--- config.mk ---
export PLATFORM = sky130hd
export DESIGN_NAME = mul_sequencer
export DESIGN_NICKNAME = d
export VERILOG_FILES = /design/src/rtl/mul_sequencer.sv
export SDC_FILE = /design/constraint.sdc
export NUM_CORES = 1
export LEC_CHECK = 0
export BUFFER_PORTS_ARGS = -buffer_cell sky130_fd_sc_hd__buf_2
export CORE_ASPECT_RATIO = 0.7
export CORE_MARGIN = 3
export CORE_UTILIZATION = 58
export CTS_CLUSTER_SIZE = 20
export DETAILED_ROUTE_END_ITERATION = 16
export MAX_ROUTING_LAYER = met4
export PLACE_DENSITY = 0.8
export SLEW_MARGIN = 0
export SYNTH_ARGS = -nofsm -noshare
export SYNTH_HDL_FRONTEND = slang
export SYNTH_SLANG_ARGS = --single-unit
--- constraint.sdc ---
create_clock -name clk_i -period 3.98 [get_ports clk_i]
set_input_delay 0.398 -clock clk_i [delete_from_list [all_inputs] [get_ports clk_i]]
set_output_delay 0.398 -clock clk_i [all_outputs]
set_load 0.1 [all_outputs]
--- src/rtl/mul_sequencer.sv ---
// mul_sequencer: multi-cycle shift-add multiplier for ALU_MUL in EX.
// One multiplier bit is consumed per RUN cycle. The low 32 bits of the
// product go to data_o with a one-cycle valid_o strobe in DONE.
// Optional build macro: MUL_EARLY_TERM_EN. When it is defined, RUN ends as
// soon as the remaining multiplier bits are all zero.
module mul_sequencer (
    input  logic        clk_i,
    input  logic        rst_i,
    input  logic        start_i,
    input  logic        flush_i,
    input  logic [31:0] data1_i,
    input  logic [31:0] data2_i,
    output logic        busy_o,
    output logic        valid_o,
    output logic [31:0] data_o
);

    typedef enum logic [1:0] {IDLE, RUN, DONE} state_t;

    state_t      state, state_nxt;
    logic [31:0] mcand, mplier, acc, data_q;
    logic [4:0]  cnt;
    logic [31:0] acc_sum;
    logic [31:0] mplier_shr;
    logic        last_iter;
    logic        accept;

    // Partial-product accumulate and shift for the current iteration
    always_comb begin
        acc_sum    = acc + (mplier[0] ? mcand : 32'd0);
        mplier_shr = mplier >> 1;
`ifdef MUL_EARLY_TERM_EN
        last_iter  = (cnt == 5'd31) || (mplier_shr == 32'd0);
`else
        last_iter  = (cnt == 5'd31);
`endif
        // A flush in IDLE also swallows a coincident start
        accept     = (state == IDLE) && start_i && !flush_i;
    end

    // Next-state logic; flush beats both start and the RUN->DONE exit
    always_comb begin
        state_nxt = state;
        case (state)
            IDLE:    if (accept) state_nxt = RUN;
            RUN:     if (flush_i) state_nxt = IDLE;
                     else if (last_iter) state_nxt = DONE;
            DONE:    state_nxt = IDLE;
            default: state_nxt = IDLE;
        endcase
    end

    // State register
    always_ff @(posedge clk_i or negedge rst_i) begin
        if (!rst_i) state <= IDLE;
        else        state <= state_nxt;
    end

    // Operand load, iteration, and result capture on entry to DONE
    always_ff @(posedge clk_i or negedge rst_i) begin
        if (!rst_i) begin
            mcand  <= '0;
            mplier <= '0;
            acc    <= '0;
            cnt    <= '0;
            data_q <= '0;
        end else begin
            if (accept) begin
                mcand  <= data1_i;
                mplier <= data2_i;
                acc    <= '0;
                cnt    <= '0;
            end else if (state == RUN && !flush_i) begin
                acc    <= acc_sum;
                mcand  <= mcand << 1;
                mplier <= mplier_shr;
                cnt    <= cnt + 5'd1;
                if (last_iter) data_q <= acc_sum;
            end
        end
    end

    // Outputs depend on registered state only
    always_comb begin
        busy_o  = (state != IDLE);
        valid_o = (state == DONE);
        data_o  = data_q;
    end

endmodule

# ---- After elaboration in Yosys (flattened, before gate mapping)
# Cells that the tools add are included.
dict set report word_totals {
  regBits 135
  inputBits 68
  out_inout_bits 34
  wordCells 36
}
dict set report classes {
  addsub 2
  eq_ne 5
  n_mux 13
  bitwise_logic 1
  reduce_logical 9
}
# operator count
set ops {}
lappend ops {{2-to-1 mux 32 bit} 7}
lappend ops {{adder 32 bit} 1}
lappend ops {{2-to-1 mux 5 bit} 2}
lappend ops {{2-to-1 mux 2 bit} 3}
lappend ops {{adder 5 x 1 -> 5 bit (second input constant)} 1}
lappend ops {{equality test 5 bit (second input constant)} 1}
lappend ops {{case mux 2 bit (2 select lines)} 1}
lappend ops {{nonzero test 2 bit} 2}
lappend ops {{logical AND 1 bit} 3}
lappend ops {{!= test 3 bit (second input constant)} 1}
lappend ops {{AND reduction 3 bit} 1}
lappend ops {{equality test 2 x 1 -> 1 bit (second input constant)} 1}
lappend ops {{equality test 2 bit (second input constant)} 1}
lappend ops {{zero test 2 bit} 1}
lappend ops {{!= test 2 bit (second input constant)} 1}
lappend ops {{AND reduction 2 bit} 1}
lappend ops {{zero test 1 bit} 1}
lappend ops {{NOT 1 bit} 1}

# ---- Logic depth before layout (Yosys ltp)
dict set report logic_depth {
  ltp_word 5
  mapped_depth 12
  mapped_depth_nobuf 11
}

# ---- Worst setup path before layout
# OpenSTA, ideal clock, no wires.
dict set report synth_path {
  path_type {register to register}
  from {reg mplier[0]}
  to {reg data_q[30], in the netlist data_o[30]}
  setup_ns 0.126
  t_arrival_ns 2.632
  required_time_ns 3.854
  setup_slack_ns 1.222
  path_stages_with_launch 12
  path_buffers 0
  period_less_slack_ns 2.758
  path_cell_list {dfrtp_1 -> and2_1 -> ha_1 -> fa_1 -> a211oi_2 -> nor2_1 -> o311ai_2 -> nand3_2 -> a31oi_4 -> o211ai_2 -> xor2_1 -> mux2_4}
}
dict set report synth_via {
  elab_chain_cells 2
}
# item line_no
set synth_rtl {}
lappend synth_rtl {{from (decl)} 21} ;# logic [31:0] mcand, mplier, acc, data_q;
lappend synth_rtl {{from (signal assigned)} 70} ;# mplier <= data2_i;
lappend synth_rtl {{from (signal assigned)} 76} ;# mplier <= mplier_shr;
lappend synth_rtl {{2-to-1 mux 32 bit} 30} ;# acc_sum = acc + (mplier[0] ? mcand : 32'd0);
lappend synth_rtl {{adder 32 bit} 30}
lappend synth_rtl {{to (signal assigned)} 78} ;# if (last_iter) data_q <= acc_sum;
lappend synth_rtl {{to (decl)} 21}
# No other way between the ends.
# A chain may end at the register's enable or synchronous reset.

# ---- Final worst setup path
# Same ends and word-level chain as after synthesis.

==> impl_metrics.csv <==
group,metric,value,unit
sta,slew_headroom,23.86,%
yosys,synth_top_family_by_area,"compound AO/OA/AOI/OAI gates",
cells_and_area,antenna_cells,0,
global_route,grt_usage,25.15,%
sta,worst_pin_slew,1.138,ns
placement,place_ws,0.9133,ns
placement,io_buffers,101,
drt,drt-total-wl,17190,µm
drt,drt-initial-drc-count,440,
power,irDropWorstVdd,0.0003250,V
cells_and_area,final_common_cell,"dfrtp_1",
yosys,synth_seq_cells,135,
sta,fmax,0.3221,GHz
clock_tree,htreeDepth,4,
cells_and_area,syn2layout_area_growth,15.33,%
drt,drtAntennaViolNets,0,
drt,vias_per_cell,5.850,
clock_tree,cts_tree,"yes",
worst_setup_path,cp-end-kind,"flop",
placement,gp_congestion,0.9380,
sta,holdWs,0.06762,ns
clock_tree,clock-root-buffer,"clkbuf_16",
worst_setup_path,crit_chain,"and2_1, ha_1, fa_1, a211oi_2, nor2_1, o311ai_2, nand3_2, a31oi_4, o211ai_2, xor2_1, mux2_4",
drt,drcViolationCount,0,
hold_path,hold_class,"input pin to async pin",
global_route,overflow,0,
status,status,"finished, final reports clean",
sta,skew,0.01110,ns
yosys,async_flop_share,100.0,%
sta,rsz0062_at_grt,"no",
sta,hold_violations,0,
yosys,synth_seq_area_share,44.65,%
floorplanning,dieWidth,142.5,µm
yosys,netlist_instances,747,
sta,slew_violations,0,
cells_and_area,drive_gt1_share,22.79,%
sta,finalSetupViolCount,0,
yosys,synth_warnings,0,
yosys,yosys.area_share.simple,12.67,%
clock_tree,cts_buffers,17,
clock_tree,clockBufferDepth,2,
yosys,syn-num-nets,849,
floorplanning,die-area,14470,µm²
worst_setup_path,crit_path_max_fanout,14,
floorplanning,die_y,101.6,µm
drt,firstDrtPassIters,5,
worst_setup_path,cp_slowest_stage_delay,0.49,ns
clock_tree,cts.sinks,135,
flow_run,maxCapViolCount,0,
cells_and_area,final_nets,927,
global_route,grt_max_degree,136,
yosys,synthAdderAreaFrac,5.722,%
power,power,0.004855,W
yosys,synth_cell_types,63,
worst_setup_path,start_kind,"flop",
global_route,grt_pass1_wl,28230,µm
yosys,syn_avg_cell_area,10.13,µm²
yosys,synth_xor_xnor_area_share,3.704,%
worst_setup_path,required,4.28,ns
worst_setup_path,critPathKind,"flop to flop",
yosys,synth_flop_cell,"dfrtp_1",
clock_tree,post-cts-setup-buffers,0,
drt,num_vias,5850,
worst_setup_path,critPathArrivalTime,3.40,ns
global_route,grt_pass1_vias,5624,
sta,period_needed,3.104,ns
clock_tree,ctsHoldBuffers,0,
clock_tree,cts_resized,0,
placement,dp_hpwl,12070,µm
yosys,synth_edf_count,0,
cells_and_area,fillers,951,
floorplanning,initial_core_util,60.09,%
cells_and_area,mostFrequentLayoutCells,"dfrtp_1 (135), nand2_1 (115), buf_2 (100), o21ai_0 (82), mux2i_1 (62)",
yosys,synth_mux_area_share,11.63,%
yosys,synth_compound_area_share,18.42,%
sta,worst_slack,0.8756,ns
clock_tree,clkSlewWorstSetupHoldPaths,0.06,ns
sta,post-route-period-util,78.00,%
yosys,netlist_area,7566,µm²
power,power_leakage,4.318,nW
drt,avgRoutedWirePerCell,17.19,µm
power,power.density,556.4,nW/µm²
clock_tree,clock_latency,0.42,ns
floorplanning,rows,34,
floorplanning,io_pins,102,
sta,finalSetupTns,0,ns
global_route,antenna_found_initial,0,
worst_setup_path,slowest_stage,"dfrtp_1",
floorplanning,core_area,12590,µm²
[logic make-up (layout without fill, tap and decap cells)]
logic type,after synthesis,after routing
DFF,135,135
AOI/OAI and AO/OA,203,203
muxes,84,84
adders and majority gates,34,34
xor gates and xnor gates,32,32
buffers and inverters,55,146
and+or+nand+nor,204,204
[critical path: cells and delay by family (launching register included)]
family	cells	cell delay, ns
AOI/OAI and AO/OA	4	0.87
xor gates and xnor gates	1	0.17
adders and majority gates	2	0.66
DFF	1	0.49
muxes	1	0.27
and+or+nand+nor	3	0.51
[state kept, by name, indices dropped and copies added, names as in the netlist]
name / count
data_o: 32
cnt: 5
mcand: 32
state: 2
acc: 32
mplier: 32
[through the flow]
step	utilization, %	cells	instance area [µm²]
6_report	69.30	1000	8726
5_1_grt	69.30	1000	8726
4_1_cts	69.30	1000	8726
3_5_place_dp	64.50	968	8122
3_3_place_gp	64.50	968	8122
2_1_floorplan	-	747	7566
[Yosys cell counts (11+ instances only)]
master	number	area share, %
dfrtp_1	135	45
nand2_1	116	5.8
o21ai_0	82	5.4
mux2i_1	62	8.2
ha_1	33	5.5
and2_1	32	2.6
clkbuf_1	30	1.5
a21oi_1	29	1.9
a22o_1	26	3.0
mux2_2	19	2.8
xnor2_1	19	2.2
nor2_1	18	0.89
xor2_1	13	1.5
nand4_1	12	0.99
buf_2	11	0.73
[final cells by class]
type                       instances  area [µm²]  area share (%)
clock buffer                      19       442.9           5.076
inverter                           7       26.28          0.3011
clock inverter                    13       161.4           1.850
multi-input combinational        557        3958           45.35
sequential                       135        3378           38.72
tap                              162       202.7           2.323
timing repair buffer             107       556.8           6.381
[power by group]
| group | switching [W] | internal, W |
|---|---|---|
| Clock | 0.000639 | 0.000960 |
| Combinational | 0.000805 | 0.000566 |
| Sequential | 0.000219 | 0.00167 |
| Total | 0.00166 | 0.00319 |
[layer usage]
| layer | vias up | wire (µm) | global-route usage (%) |
|---|---|---|---|
| met4 | 0 | 242 | 8.692 |
| met5 | - | 0 | - |
| li1 | 2817 | - | - |
| met2 | 155 | 7643 | 35.43 |
| met1 | 2851 | 8483 | 36.74 |
| met3 | 27 | 824 | 4.294 |
[path summary, 6_finish.rpt]
check	from	end	depth (start not counted)	slack (ns)
worst max-delay path	mplier[0]	data_o[30]	11	0.88
worst min-delay path	rst_i	mcand[20]	1	0.07
worst max register to register	mplier[0]	data_o[30]	11	0.88
worst min register to register	data_o[12]	data_o[12]	2	0.48
max in group asynchronous	rst_i	data_o[14]	2	2.91
min in group clk_i	data2_i[16]	mplier[16]	3	0.17
Power figures use the tool's default switching activity.
